**src/rtl/uart_rx_pkg.sv**
```systemverilog
// Shared types and constants for the 8N1 UART receiver and its 32-bit word assembler.
package uart_rx_pkg;

  localparam int unsigned WordWidth    = 32;
  localparam int unsigned BytesPerWord = 4;

  typedef enum logic [2:0] {
    StIdle,
    StStart,
    StData,
    StStop,
    StWaitHigh
  } rx_state_e;

  function automatic int unsigned cycles_per_bit(input int unsigned clk_hz,
                                                 input int unsigned bit_rate);
    return clk_hz / bit_rate;
  endfunction

endpackage

```
**src/rtl/uart_rx_byte.sv**
```systemverilog
// Byte-level 8N1 receiver: input synchroniser, bit timer and frame FSM.
// Emits single-cycle strobes on the stop-bit sample; the parent registers them.
module uart_rx_byte
  import uart_rx_pkg::*;
#(
  parameter int unsigned CLK_HZ   = 500000,
  parameter int unsigned BIT_RATE = 9600
) (
  input  logic       clk,
  input  logic       rst_n,
  input  logic       en,
  input  logic       uart_rxd,
  output logic       byte_done_o,
  output logic [7:0] byte_o,
  output logic       frame_err_o,
  output logic       busy_o
);

  localparam int unsigned CyclesPerBit = cycles_per_bit(CLK_HZ, BIT_RATE);
  localparam int unsigned HalfBit      = CyclesPerBit / 2;
  localparam int unsigned CntW         = $clog2(CyclesPerBit);

  logic [1:0]      sync_q;
  logic            rxs;
  logic            en_q;
  rx_state_e       state_q, state_d;
  logic [CntW-1:0] cnt_q, cnt_d;
  logic [2:0]      bit_cnt_q, bit_cnt_d;
  logic [7:0]      shift_q, shift_d;
  logic            bit_end, half_end;

  assign rxs      = sync_q[1];
  assign bit_end  = (cnt_q == CntW'(CyclesPerBit - 1));
  assign half_end = (cnt_q == CntW'(HalfBit - 1));
  assign byte_o   = shift_q;
  assign busy_o   = (state_q != StIdle);

  always_comb begin
    state_d     = state_q;
    cnt_d       = cnt_q;
    bit_cnt_d   = bit_cnt_q;
    shift_d     = shift_q;
    byte_done_o = 1'b0;
    frame_err_o = 1'b0;
    unique case (state_q)
      StIdle: begin
        cnt_d = '0;
        if (!rxs) state_d = StStart;
      end
      StStart: begin
        if (half_end) begin
          cnt_d     = '0;
          bit_cnt_d = '0;
          state_d   = rxs ? StIdle : StData;
        end else begin
          cnt_d = cnt_q + 1'b1;
        end
      end
      StData: begin
        if (bit_end) begin
          cnt_d     = '0;
          shift_d   = {rxs, shift_q[7:1]};
          bit_cnt_d = bit_cnt_q + 1'b1;
          if (bit_cnt_q == 3'd7) state_d = StStop;
        end else begin
          cnt_d = cnt_q + 1'b1;
        end
      end
      StStop: begin
        if (bit_end) begin
          cnt_d = '0;
          if (rxs) begin
            byte_done_o = 1'b1;
            state_d     = StIdle;
          end else begin
            frame_err_o = 1'b1;
            state_d     = StWaitHigh;
          end
        end else begin
          cnt_d = cnt_q + 1'b1;
        end
      end
      StWaitHigh: begin
        if (rxs) state_d = StIdle;
      end
      default: state_d = StIdle;
    endcase

    if (!en) begin
      state_d     = StIdle;
      cnt_d       = '0;
      byte_done_o = 1'b0;
      frame_err_o = 1'b0;
    end else if (!en_q && !rxs) begin
      // A low line at enable time is not a start edge; wait for it to go idle.
      state_d = StWaitHigh;
    end
  end

  always_ff @(posedge clk or negedge rst_n) begin
    if (!rst_n) begin
      sync_q    <= 2'b11;
      en_q      <= 1'b0;
      state_q   <= StIdle;
      cnt_q     <= '0;
      bit_cnt_q <= '0;
      shift_q   <= '0;
    end else begin
      sync_q    <= {sync_q[0], uart_rxd};
      en_q      <= en;
      state_q   <= state_d;
      cnt_q     <= cnt_d;
      bit_cnt_q <= bit_cnt_d;
      shift_q   <= shift_d;
    end
  end

endmodule

```
**src/rtl/uart_rx_word32.sv**
```systemverilog
// UART receiver assembling LSB-first bytes into 32-bit words, with framing-error reporting.
// Define UART_RX_TIMEOUT_EN to drop partial words after TIMEOUT_BITS idle bit periods.
module uart_rx_word32
  import uart_rx_pkg::*;
#(
  parameter int unsigned CLK_HZ       = 500000,
  parameter int unsigned BIT_RATE     = 9600,
  parameter int unsigned TIMEOUT_BITS = 20
) (
  input  logic        clk,
  input  logic        rst_n,
  input  logic        en,
  input  logic        uart_rxd,
  output logic        rx_byte_valid,
  output logic [7:0]  rx_byte_data,
  output logic        word_valid,
  output logic [31:0] word_data,
  output logic [1:0]  byte_index,
  output logic        frame_err,
  output logic        rx_busy,
  output logic        timeout
);

  logic       byte_done;
  logic [7:0] byte_s;
  logic       frame_err_s;

  uart_rx_byte #(
    .CLK_HZ  (CLK_HZ),
    .BIT_RATE(BIT_RATE)
  ) u_byte (
    .clk        (clk),
    .rst_n      (rst_n),
    .en         (en),
    .uart_rxd   (uart_rxd),
    .byte_done_o(byte_done),
    .byte_o     (byte_s),
    .frame_err_o(frame_err_s),
    .busy_o     (rx_busy)
  );

  logic                 rx_byte_valid_q, rx_byte_valid_d;
  logic [7:0]           rx_byte_data_q, rx_byte_data_d;
  logic                 word_valid_q, word_valid_d;
  logic [WordWidth-1:0] word_data_q, word_data_d;
  logic [23:0]          word_buf_q, word_buf_d;
  logic [1:0]           byte_index_q, byte_index_d;
  logic                 frame_err_q, frame_err_d;

`ifdef UART_RX_TIMEOUT_EN
  localparam int unsigned TimeoutCycles = TIMEOUT_BITS * cycles_per_bit(CLK_HZ, BIT_RATE);
  localparam int unsigned TmoW          = $clog2(TimeoutCycles);

  logic            timeout_q, timeout_d;
  logic            tmo_run_q, tmo_run_d;
  logic [TmoW-1:0] tmo_cnt_q, tmo_cnt_d;

  assign timeout = timeout_q;
`else
  logic unused_timeout_bits;
  assign unused_timeout_bits = ^TIMEOUT_BITS;
  assign timeout             = 1'b0;
`endif

  always_comb begin
    rx_byte_valid_d = 1'b0;
    rx_byte_data_d  = rx_byte_data_q;
    word_valid_d    = 1'b0;
    word_data_d     = word_data_q;
    word_buf_d      = word_buf_q;
    byte_index_d    = byte_index_q;
    frame_err_d     = 1'b0;

    if (byte_done) begin
      rx_byte_valid_d = 1'b1;
      rx_byte_data_d  = byte_s;
      if (byte_index_q == 2'(BytesPerWord - 1)) begin
        word_valid_d = 1'b1;
        word_data_d  = {byte_s, word_buf_q};
        byte_index_d = '0;
      end else begin
        case (byte_index_q)
          2'd0:    word_buf_d[7:0]   = byte_s;
          2'd1:    word_buf_d[15:8]  = byte_s;
          default: word_buf_d[23:16] = byte_s;
        endcase
        byte_index_d = byte_index_q + 1'b1;
      end
    end

    if (frame_err_s) begin
      frame_err_d  = 1'b1;
      byte_index_d = '0;
    end

`ifdef UART_RX_TIMEOUT_EN
    timeout_d = 1'b0;
    tmo_run_d = tmo_run_q;
    tmo_cnt_d = tmo_cnt_q;
    if (byte_done) begin
      // Only a partial word needs a watchdog; a completed word stops it.
      tmo_run_d = (byte_index_d != 2'd0);
      tmo_cnt_d = '0;
    end else if (tmo_run_q) begin
      if (tmo_cnt_q == TmoW'(TimeoutCycles - 1)) begin
        timeout_d    = 1'b1;
        byte_index_d = '0;
        tmo_run_d    = 1'b0;
      end else begin
        tmo_cnt_d = tmo_cnt_q + 1'b1;
      end
    end
    if (!en) begin
      timeout_d = 1'b0;
      tmo_run_d = 1'b0;
    end
`endif

    if (!en) byte_index_d = '0;
  end

  always_ff @(posedge clk or negedge rst_n) begin
    if (!rst_n) begin
      rx_byte_valid_q <= 1'b0;
      rx_byte_data_q  <= '0;
      word_valid_q    <= 1'b0;
      word_data_q     <= '0;
      word_buf_q      <= '0;
      byte_index_q    <= '0;
      frame_err_q     <= 1'b0;
`ifdef UART_RX_TIMEOUT_EN
      timeout_q       <= 1'b0;
      tmo_run_q       <= 1'b0;
      tmo_cnt_q       <= '0;
`endif
    end else begin
      rx_byte_valid_q <= rx_byte_valid_d;
      rx_byte_data_q  <= rx_byte_data_d;
      word_valid_q    <= word_valid_d;
      word_data_q     <= word_data_d;
      word_buf_q      <= word_buf_d;
      byte_index_q    <= byte_index_d;
      frame_err_q     <= frame_err_d;
`ifdef UART_RX_TIMEOUT_EN
      timeout_q       <= timeout_d;
      tmo_run_q       <= tmo_run_d;
      tmo_cnt_q       <= tmo_cnt_d;
`endif
    end
  end

  assign rx_byte_valid = rx_byte_valid_q;
  assign rx_byte_data  = rx_byte_data_q;
  assign word_valid    = word_valid_q;
  assign word_data     = word_data_q;
  assign byte_index    = byte_index_q;
  assign frame_err     = frame_err_q;

endmodule

```
**config.mk**
```make
export PLATFORM = sky130hd
export DESIGN_NAME = uart_rx_word32
export DESIGN_NICKNAME = d
export VERILOG_FILES = /design/src/rtl/uart_rx_pkg.sv /design/src/rtl/uart_rx_byte.sv /design/src/rtl/uart_rx_word32.sv
export SDC_FILE = /design/constraint.sdc
export NUM_CORES = 1
export LEC_CHECK = 0
export ABC_CLOCK_PERIOD_IN_PS = 5850
export BUFFER_PORTS_ARGS = -buffer_cell sky130_fd_sc_hd__buf_2
export CAP_MARGIN = 10
export CORE_MARGIN = 2
export CORE_UTILIZATION = 64
export CTS_BUF_LIST = sky130_fd_sc_hd__clkbuf_8
export DETAILED_ROUTE_END_ITERATION = 6
export PLACE_DENSITY = 0.89
export RECOVER_POWER = 50
export SYNTH_ARGS = -nofsm -noshare
export SYNTH_HDL_FRONTEND = slang
export SYNTH_SLANG_ARGS = --single-unit
```
**constraint.sdc**
```tcl
create_clock -name clk -period 5.85 [get_ports clk]
set_input_delay 0.8775 -clock clk [delete_from_list [all_inputs] [get_ports clk]]
set_output_delay 0.8775 -clock clk [all_outputs]
set_load 0.005 [all_outputs]
```
### Yosys cells after proc, flatten, opt, wreduce, memory -nomap -nowiden

Cells that the tools add are included.

* reduce and logical (&&, ||, !) cells: 16
* add/sub/neg operators: 3
* eq/ne operators: 19
* mux-type cells: 34
* bitwise logic cells: 2

Operator list (number)
* $mux W3: 11
* $ne A4 B2 Y1 const B: 6
* $mux W6: 3
* $pmux W6 S3: 1
* $pmux W3 S5: 1
* $mux W1: 12
* $reduce_and A3 Y1: 4
* $mux W2: 5
* $add A6 B1 Y6 const B: 1
* $eq A3 B2 Y1 const B: 2
* $eq A3 B3 Y1 const B: 2
* $eq A6 B5 Y1 const B: 1
* $eq A6 B6 Y1 const B: 1
* $pmux W3 S2: 1
* $reduce_and A6 Y1: 1
* $ne A2 B1 Y1 const B: 2
* $ne A4 B4 Y1 const B: 1
* $reduce_and A2 Y1: 2
* $reduce_or A2 Y1: 2
* $add A3 B1 Y3 const B: 1
* $eq A3 B1 Y1 const B: 1
* $logic_not A3 Y1: 1
* $ne A3 B1 Y1 const B: 1
* $reduce_bool A3 Y1: 1
* 8 further kinds: 10

* flip-flop bits (word level): 92
* logic and storage cells: 89
* input port bits: 4

### Logic depth before layout (Yosys ltp)

Gate-level depths: netlist of the first run.

* depth after elaboration: 7
* gate-level depth with buffers: 7

### By module

From an unflattened synthesis of the first run, not the netlist that was laid out.

* cells, all modules: 263
* area total of the unflattened synthesis: 3986.3 µm²

By module, submodules not included
* uart_rx_word32: cells each 157, seq. area each 1726.7 µm², times used 1, area each 2776.4 µm²
* uart_rx_byte: cells each 106, seq. area each 578.1 µm², times used 1, area each 1209.9 µm²

### Worst setup path before layout of the first run

No wires, ideal clock.

* path kind: input port to flip-flop
* start: in en
* end: reg word_data_q[10], in the netlist word_data[10]
* stages: 6
* buffers on the path: 3
* slack: 3.367 ns
* arrival time: 2.358 ns
* setup time: 0.125 ns
* cells stage by stage: clkbuf_1 -> nand2b_1 -> or4_1 -> buf_6 -> buf_8 -> mux2_4

* longest elaborated chain between the ends: 2

Ends and longest elaborated chain
* start: declaration: line uart_rx_word32.sv:12 `input logic en,`
* $mux W1: line uart_rx_byte.sv:89 `if (!en) begin`
* $reduce_and A2 Y1 (no line)
* end signal: assignment: line uart_rx_word32.sv:140 `word_data_q <= word_data_d;`
* end: declaration: line uart_rx_word32.sv:45 `logic [WordWidth-1:0] word_data_q, word_data_d;`

Every way passes these cells.
A chain may end at the register's enable or synchronous reset.

### Worst setup path in the final report of the first run

* start: in en
* end: reg word_data_q[27], in the netlist word_data[27]

Same word-level chain as after synthesis.

==> results.cfg, run 1 <==
[pwr]
power_leakage_nw = 2.376
p_sw_mw = 0.2483
switching_share_pct = 22.73
finalPower_mw = 1.092
clkPwrFrac_pct = 39.0
p_int_mw = 0.8442
cellPowerDensity_nw_per_um2 = 247.8
peakVddDrop_uv = 165.8
p_comb_share_pct = 2.2
p_seq_share_pct = 58.8

[setup_path]
rrSetupSlack_ns = 3.05
cp_slowest_cell = or4_2
crit_start = en
critPathMaxFanout = 32
path_cells = clkbuf_1, nand2b_1, or4_2, mux2_4
arrival_ns = 3.09
max_stage_delay_ns = 1.15
required_ns = 6.10
start_kind = primary input
r2r_start = u_byte.cnt_q[0]
end_kind = flip-flop
crit_type = in -> reg

[timing]
whs_ns = 0.3619
slew_headroom_pct = 32.11
finalCritPeriodShare_pct = 48.65
clock.fmax_ghz = 0.3514
hold_violations = 0
fin_tns_setup_ns = 0
slew_viol_final = 0
final-setup-viol-count = 0
worst_pin_slew_ns = 1.018
skew_ns = 0.009119
finalCriticalPeriod_ns = 2.846
rsz0062_at_grt = false
fin_ws_ns = 3.004

[cts]
post_cts_resized = 0
clkLatencyLatePin_ns = 0.36
cts_inserted_buffers = 9
cts_post_setup_buffers_inserted = 0
root_buffer = clkbuf_8
cts.clk_slew.worst_paths_ns = 0.09
cts_tree = built
clock-sinks = 92
ctsHoldBuffers = 0
cts.htree.levels = 3
clk_path_buf_depth = 2

[yosys]
synthTopCellsByArea = dfrtp_1, mux2_2, mux2_4, ha_1, nand2_1
synth_ff_type = dfrtp_1
yosysWarnings = 0
yosys.area.top_type = dfrtp_1
synth_fp_nets = 291
synth_edf_count = 0
netlist_instances = 279
async_reset_ff_share_pct = 100.0
netlist_area_sq_um = 3959
yosys-top-cells-count = dfrtp_1, mux2_2, mux2_4
synth_top_area_share_pct = 56.89
ys_ff_latch = 92
ys_types = 41
synth.most_common_cell = dfrtp_1
avgSynthCellArea_sq_um = 14.19
synth_seq_area_share_pct = 58.22

[grt]
grt_overflow_total = 0
grt_first_pass_wirelength_um = 11560
grt_usage_pct = 23.41
grt_pass1_vias = 2250
antenna_found_initial = 0
grt_max_degree = 93

[route]
viasPerCell = 5.708
drtPass1Iterations = 4
dr_wl_met3_um = 307
post_drt_wl_per_cell_um = 18.24
vias = 2323
drt-total-wl_um = 7424
drtIter0Drc = 134
wl_met1_um = 3250
drc = 0
top_layer = met4
ant_nets = 0
wl_met2_um = 3773

[final_layout]
post-route-util_pct = 74.03
diodes = 0
final_cell_count_no_fill = 407
layout.area.seq_sq_um = 2305
area_growth_pct = 11.38
design_area_sq_um = 4409
layout-drive-gt1-share_pct = 41.57
multiInputGateArea_sq_um = 1505
fill_cells = 381
nets = 339

[place]
place_congestion = 0.8614
place_area_sq_um = 4203
io_buffers = 49
pre_cts_ws_ns = 2.819
dp.final_hpwl_um = 4851
placedCellCount = 390

[outcome]
status = complete, no violations

[die]
core_sq_um = 5956
die_area_sq_um = 6831
ios = 51
die_x_um = 82.65
row_count = 28
initial_utilization_pct = 66.47
die_h_um = 82.65

[worst_hold_path]
hp-start = u_byte.sync_q[0]
hp-class = reg -> reg

[flow_run]
maxCapViolCount = 0
==> per-layer routing <==
layer / global-route usage (%) / vias up
li1: - / 1085
met1: 29.06 / 1160
met2: 40.08 / 67
met3: 5.000 / 11
met4: 9.344 / 0
met5: 0 / -
==> layout by cell type (no fill, tap or decap), types with 2 or more instances in the layout <==
master / count
nand2_1: 15
nor3_1: 5
nand4b_1: 2
clkbuf_1: 6
and2_1: 3
nand4_1: 3
dfrtp_1: 90
inv_1: 9
nor4_1: 4
mux2i_1: 2
nand3_1: 3
clkbuf_8: 9
buf_2: 44
a211oi_1: 3
nor2_1: 5
o22ai_1: 4
dfstp_2: 2
and3_1: 3
inv_6: 2
ha_1: 8
or4_2: 2
a21oi_1: 5
clkinv_2: 2
nand2b_1: 2
nor3b_1: 2
o21ai_0: 9
mux2_4: 30
mux2_2: 42
==> area by class of cell <==
class	count	share of cell area, %
multi-input cells	163	34.14
repair buffers	51	6.129
flip-flops and latches	92	52.27
clock inverters	7	1.674
well taps	75	2.128
clock buffers	9	2.809
inverters	10	0.8513
==> cells by family after synthesis <==
kind of cell               Yosys count  share of synthesized area, %
AOI/OAI and AO/OA                   24                         3.571
xor gates and xnor gates             1                        0.2213
buffers and inverters               24                         3.793
DFF                                 92                         58.22
other                                1                       0.09473
muxes                               74                         23.83
and+or+nand+nor                     55                         7.743
adders and majority gates            8                         2.529
==> state kept, by name (all words and copies together), names as in the netlist, 2 cells and up <==
signal and flops:
u_byte.state_q 3, u_byte.bit_cnt_q 3, u_byte.byte_o 8, byte_index 2, rx_byte_data 8, word_data 32, word_buf_q 24, u_byte.cnt_q 6
u_byte.sync_q 2
==> path summary, 6_finish.rpt <==
check,cells after the start,endpoint
hold / removal,0,u_byte.sync_q[1]
max in group asynchronous,2,u_byte.sync_q[0]
setup reg to reg,5,word_data[27]
setup / recovery,4,word_data[27]
hold reg to reg,0,u_byte.sync_q[1]
min in group asynchronous,1,word_data[20]
==> power by group through the flow <==
stage	logic (mW)	registers, mW	clock network, mW
2_1_floorplan	0.0102	0.652	0
3_3_place_gp	0.0220	0.655	0
3_5_place_dp	0.0227	0.655	0
4_1_cts	0.0228	0.642	0.430
5_1_grt	0.0281	0.643	0.456
6_report	0.0242	0.642	0.426
==> worst max-delay path: cells and delay by family <==
kind                   cells  cell delay [ns]
AND/OR/NAND/NOR            2             1.39
buffers and inverters      1             0.31
multiplexers               1             0.48
(Power assumes the default switching activity.)
==> run 2: changes to the inputs <==
ABC_CLOCK_PERIOD_IN_PS = 2800   (was 5850)
CORE_UTILIZATION = 60   (was 64)
PLACE_DENSITY = 0.84   (was 0.89)
clock period = 2.8 ns   (was 5.85 ns; I/O delays follow)
==> run 2 against run 1 <==
Via count up 0.90%. Global-route usage down 3.0 points. Combinational power up 100%. Cell area up 0.99%. Core utilization down 3.9 points. Clock skew down 0.0013 ns. Critical endpoint is now word_data[14]. Die area up 6.3%. Largest cell class unchanged. Clock power up 130%. Worst hold slack worse by 0.21 ns. Clock-buffer cell count up 2. Cell count up 1.2%.
==> results.cfg, run 2 (synthesis results as in run 1) <==
[outcome]
status = complete, no violations

[setup_path]
path_cells = ha_1, and4b_1, nand2_1, or4_2, buf_4, mux2_4
critPathMaxFanout = 32
critical-path-top-delay-family = simple AND/OR/NAND/NOR gates
crit_type = reg -> reg
required_ns = 3.04
max_stage_delay_ns = 0.66
arrival_ns = 2.72
start_kind = flip-flop
path_buf_inv = 1
cp_slowest_cell = or4_2
end_kind = flip-flop

[final_layout]
area_growth_pct = 12.48
fill_cells = 426
final_common_cell = dfrtp_1
layout.area.seq_sq_um = 2305
nets = 342
layout-drive-gt1-share_pct = 42.69
multiInputGateArea_sq_um = 1511
largest_reg_flops = 32
layout_common_cells = dfrtp_1, buf_2, mux2_2
diodes = 0
final_cell_count_no_fill = 412

[timing]
clock.fmax_ghz = 0.4035
slew_viol_final = 0
skew_ns = 0.007774
fin_tns_setup_ns = 0
finalCritPeriodShare_pct = 88.51
slew_headroom_pct = 16.93
worst_pin_slew_ns = 1.246
finalCriticalPeriod_ns = 2.478
rsz0062_at_grt = false
final-setup-viol-count = 0
hold_violations = 0

[route]
viasPerCell = 5.689
post_drt_wl_per_cell_um = 16.88
drt-total-wl_um = 6954
drtIter0Drc = 87
drtPass1Iterations = 4
ant_nets = 0
vias = 2344
drc = 0

[grt]
grt_overflow_total = 0
grt_max_degree = 53
grt_usage_pct = 20.42
antenna_found_initial = 0
grt_pass1_vias = 2336
grt_first_pass_wirelength_um = 11510

[place]
place_congestion = 0.8476
io_buffers = 49
dp.final_hpwl_um = 4805
placedCellCount = 396

[cts]
cts_inserted_buffers = 9
clock-sinks = 92
cts_post_setup_buffers_inserted = 0
clkLatencyLatePin_ns = 0.36
post_cts_resized = 0
cts.clk_slew.worst_paths_ns = 0.08
cts_tree = built
cts.htree.levels = 3
root_buffer = clkbuf_8
ctsHoldBuffers = 0
clk_path_buf_depth = 2

[pwr]
peakVddDrop_uv = 421.7
finalPower_mw = 2.383
power_leakage_nw = 2.409
cellPowerDensity_nw_per_um2 = 535.1

[flow_run]
maxCapViolCount = 0

[die]
die_x_um = 85.23
initial_utilization_pct = 62.34
die_h_um = 85.23
ios = 51
core_sq_um = 6350
row_count = 29
die_area_sq_um = 7264

[worst_hold_path]
hp-class = in -> reg
-- run 2: worst register-to-register path: stages (launching register included) --
cell     delay [ns]
dfrtp_1        0.42
ha_1           0.24
and4b_1        0.24
nand2_1        0.09
or4_2          0.66
buf_4          0.32
mux2_4         0.41
-- run 2: worst paths after layout --
check	slack (ns)	depth (start not counted)	endpoint	startpoint
setup / recovery	0.32	6	word_data[14]	u_byte.cnt_q[0]
hold / removal	0.15	1	u_byte.sync_q[0]	uart_rxd
setup reg to reg	0.32	6	word_data[14]	u_byte.cnt_q[0]
hold reg to reg	0.36	0	u_byte.sync_q[1]	u_byte.sync_q[0]
max in group asynchronous	0.85	2	u_byte.state_q[1]	rst_n
min in group asynchronous	0.31	1	word_data[16]	rst_n
-- run 2: area by class of cell --
class                           instances  area share [%]
Clock buffer                           11           3.400
Inverter                               10          0.8429
Multi-Input combinational cell        163           33.94
Sequential cell                        92           51.76
Tap cell                               77           2.164
Timing Repair Buffer                   54           6.182
Clock inverter                          5           1.714
-- run 2: metrics by stage --
| stage | worst slack, ns | cell area, sq um | util, % | hold slack, ns |
|---|---|---|---|---|
| after global routing | 0.1793 | 4453 | 70.13 | 0.1388 |
| after detailed placement | 0.3465 | 4248 | 66.90 | 0.3488 |
| final | 0.3217 | 4453 | 70.13 | 0.1542 |
| after CTS | 0.3373 | 4476 | 70.48 | 0.09810 |
| after floorplan | 0.6785 | 3959 | - | 0.1244 |
| after global placement | 0.4141 | 4248 | 66.90 | 0.3462 |
-- run 2: per-layer routing --
layer / GRT usage, % / vias to the layer above / share of wire [%]
li1: - / 1088 / -
met1: 27.06 / 1195 / 45
met2: 33.31 / 52 / 50
met3: 3.502 / 9 / 3.1
met4: 9.091 / 0 / 2.0
met5: 0 / - / 0
-- run 2: power breakdown --
part	internal, mW	leakage [nW]	switching [mW]
clock	0.549	0.123	0.444
sequential	1.33	1.28	0.00700
combinational	0.0106	1.01	0.0387
total	1.89	2.41	0.490
==> run 3: changes to the inputs <==
BUFFER_PORTS_ARGS = default   (was -buffer_cell sky130_fd_sc_hd__buf_2)
CAP_MARGIN = 20   (was 10)
CORE_UTILIZATION = 65   (was 60)
DONT_BUFFER_PORTS = 1   (was default)
PLACE_DENSITY = 0.83   (was 0.84)
==> run 3 against run 2 <==
Cell count down 13%. Sequential share of layout area up 3.5 points. Largest cell class unchanged. Non-clock buffer count down 48. Via count down 7.7%. Clock skew about the same. Die area down 7.3%. Core utilization up 0.37 points. Clock power down 16%. Global-route usage up 2.0 points. Sequential cell count unchanged. Routed wire length down 3.9%. Highest routed layer unchanged.
==> results.cfg, run 3 (synthesis results as in run 1) <==
[timing]
clock.fmax_ghz = 0.4019
finalCritPeriodShare_pct = 88.86
hold_violations = 0
worst_pin_slew_ns = 1.171
skew_ns = 0.008241
slew_headroom_pct = 21.96
finalCriticalPeriod_ns = 2.488
whs_ns = 0.06277
rsz0062_at_grt = false
slew_viol_final = 0
fin_tns_setup_ns = 0
final-setup-viol-count = 0

[cts]
clkLatencyLatePin_ns = 0.35
cts_inserted_buffers = 9
cts.htree.levels = 3
clock-sinks = 92
cts_post_setup_buffers_inserted = 0
cts_tree = built
clk_path_buf_depth = 2
root_buffer = clkbuf_8
cts.clk_slew.worst_paths_ns = 0.08

[setup_path]
cp_slowest_cell = or4_2
r2r_start = u_byte.cnt_q[0]
max_stage_delay_ns = 0.65
path_buf_inv = 1
crit_type = reg -> reg
start_kind = flip-flop
required_ns = 3.03
end_kind = flip-flop
critical-path-top-delay-family = simple AND/OR/NAND/NOR gates
crit_start = u_byte.cnt_q[0]
arrival_ns = 2.72
critPathMaxFanout = 32
path_cells = ha_1, and4b_1, nand2_1, or4_2, buf_4, mux2_4

[place]
placedCellCount = 344
dp.final_hpwl_um = 4339
place_congestion = 0.8888
io_buffers = 0

[final_layout]
largest_reg_flops = 32
nets = 294
fill_cells = 372
diodes = 0
final_cell_count_no_fill = 359
layout-drive-gt1-share_pct = 33.80
layout_common_cells = dfrtp_1, mux2_2, mux2_4
final_common_cell = dfrtp_1
area_growth_pct = 5.436

[route]
drc = 0
viasPerCell = 6.028
ant_nets = 0
post_drt_wl_per_cell_um = 18.61
drtIter0Drc = 141
vias = 2164
drtPass1Iterations = 4
drt-total-wl_um = 6680

[grt]
grt_pass1_vias = 2198
antenna_found_initial = 0
grt_overflow_total = 0
grt_usage_pct = 22.46
grt_first_pass_wirelength_um = 11110
grt_max_degree = 93

[die]
core_sq_um = 5921
initial_utilization_pct = 66.86
row_count = 28
die_area_sq_um = 6731
ios = 51
die_h_um = 82.04
die_x_um = 82.04

[pwr]
cellPowerDensity_nw_per_um2 = 532.1
peakVddDrop_uv = 399.0
power_leakage_nw = 2.130

[worst_hold_path]
hp-class = in -> reg
hp-start = uart_rxd

[flow_run]
maxCapViolCount = 0

[outcome]
status = complete, no violations
[run 3: metal layers]
layer  vias up  GRT usage, %  wire, um  share of wire (%)
li1        987             -         -                  -
met1      1112         29.99      2910                 44
met2        57         35.45      3363                 50
met3         8         7.692       328                4.9
met4         0         6.000        78                1.2
met5         -             0         0                  0
[run 3: worst reg2reg max path: cells and delay by family (launching register included)]
| family | cells | cell delay, ns |
|---|---|---|
| adder cells (fa/ha/maj) | 1 | 0.24 |
| buffers and inverters | 1 | 0.33 |
| flip-flops | 1 | 0.41 |
| multiplexers | 1 | 0.40 |
| AND/OR/NAND/NOR | 3 | 0.99 |
[run 3: stage by stage]
stage | cell area, sq um | total power [mW] | utilization, % | setup WS (ns)
after floorplan | 3959 | 1.384 | - | 0.6785
after detailed placement | 3978 | 1.386 | 67.18 | 0.3478
after global placement | 3978 | 1.386 | 67.18 | 0.4059
after global routing | 4174 | 2.308 | 70.50 | 0.1857
final | 4174 | 2.221 | 70.50 | 0.3119
after CTS | 4194 | 2.245 | 70.84 | 0.3406
[run 3: final cells by class]
class                   instances  area (sq um)  area share, %
repair buffers                  6         47.55          1.139
multi-input cells             163          1511          36.21
inverters                      10         37.54         0.8993
clock inverters                 3         41.29         0.9892
clock buffers                  10         137.6          3.297
flip-flops and latches         92          2305          55.22
well taps                      75         93.84          2.248
[run 3: worst paths after layout]
check / end / cells after the start / slack [ns]
worst max-delay path: word_data[11] / 6 / 0.31
worst min-delay path: u_byte.sync_q[0] / 0 / 0.06
worst max register to register: word_data[11] / 6 / 0.31
worst min register to register: u_byte.sync_q[1] / 0 / 0.36
max in group asynchronous: rx_byte_valid / 2 / 1.17
min in group asynchronous: word_buf_q[11] / 2 / 0.91
[run 3: where the power goes]
part / switching [mW] / internal, mW / total [mW]
combinational: 0.0356 / 0.00983 / 0.0454
clock: 0.416 / 0.419 / 0.835
sequential: 0.00687 / 1.33 / 1.34
total: 0.458 / 1.76 / 2.22
[run 3: repair_timing]
item	4_1_cts	5_1_grt
resized for setup	0	0
endpoints found under the hold margin	92	0
hold buffers	2	0
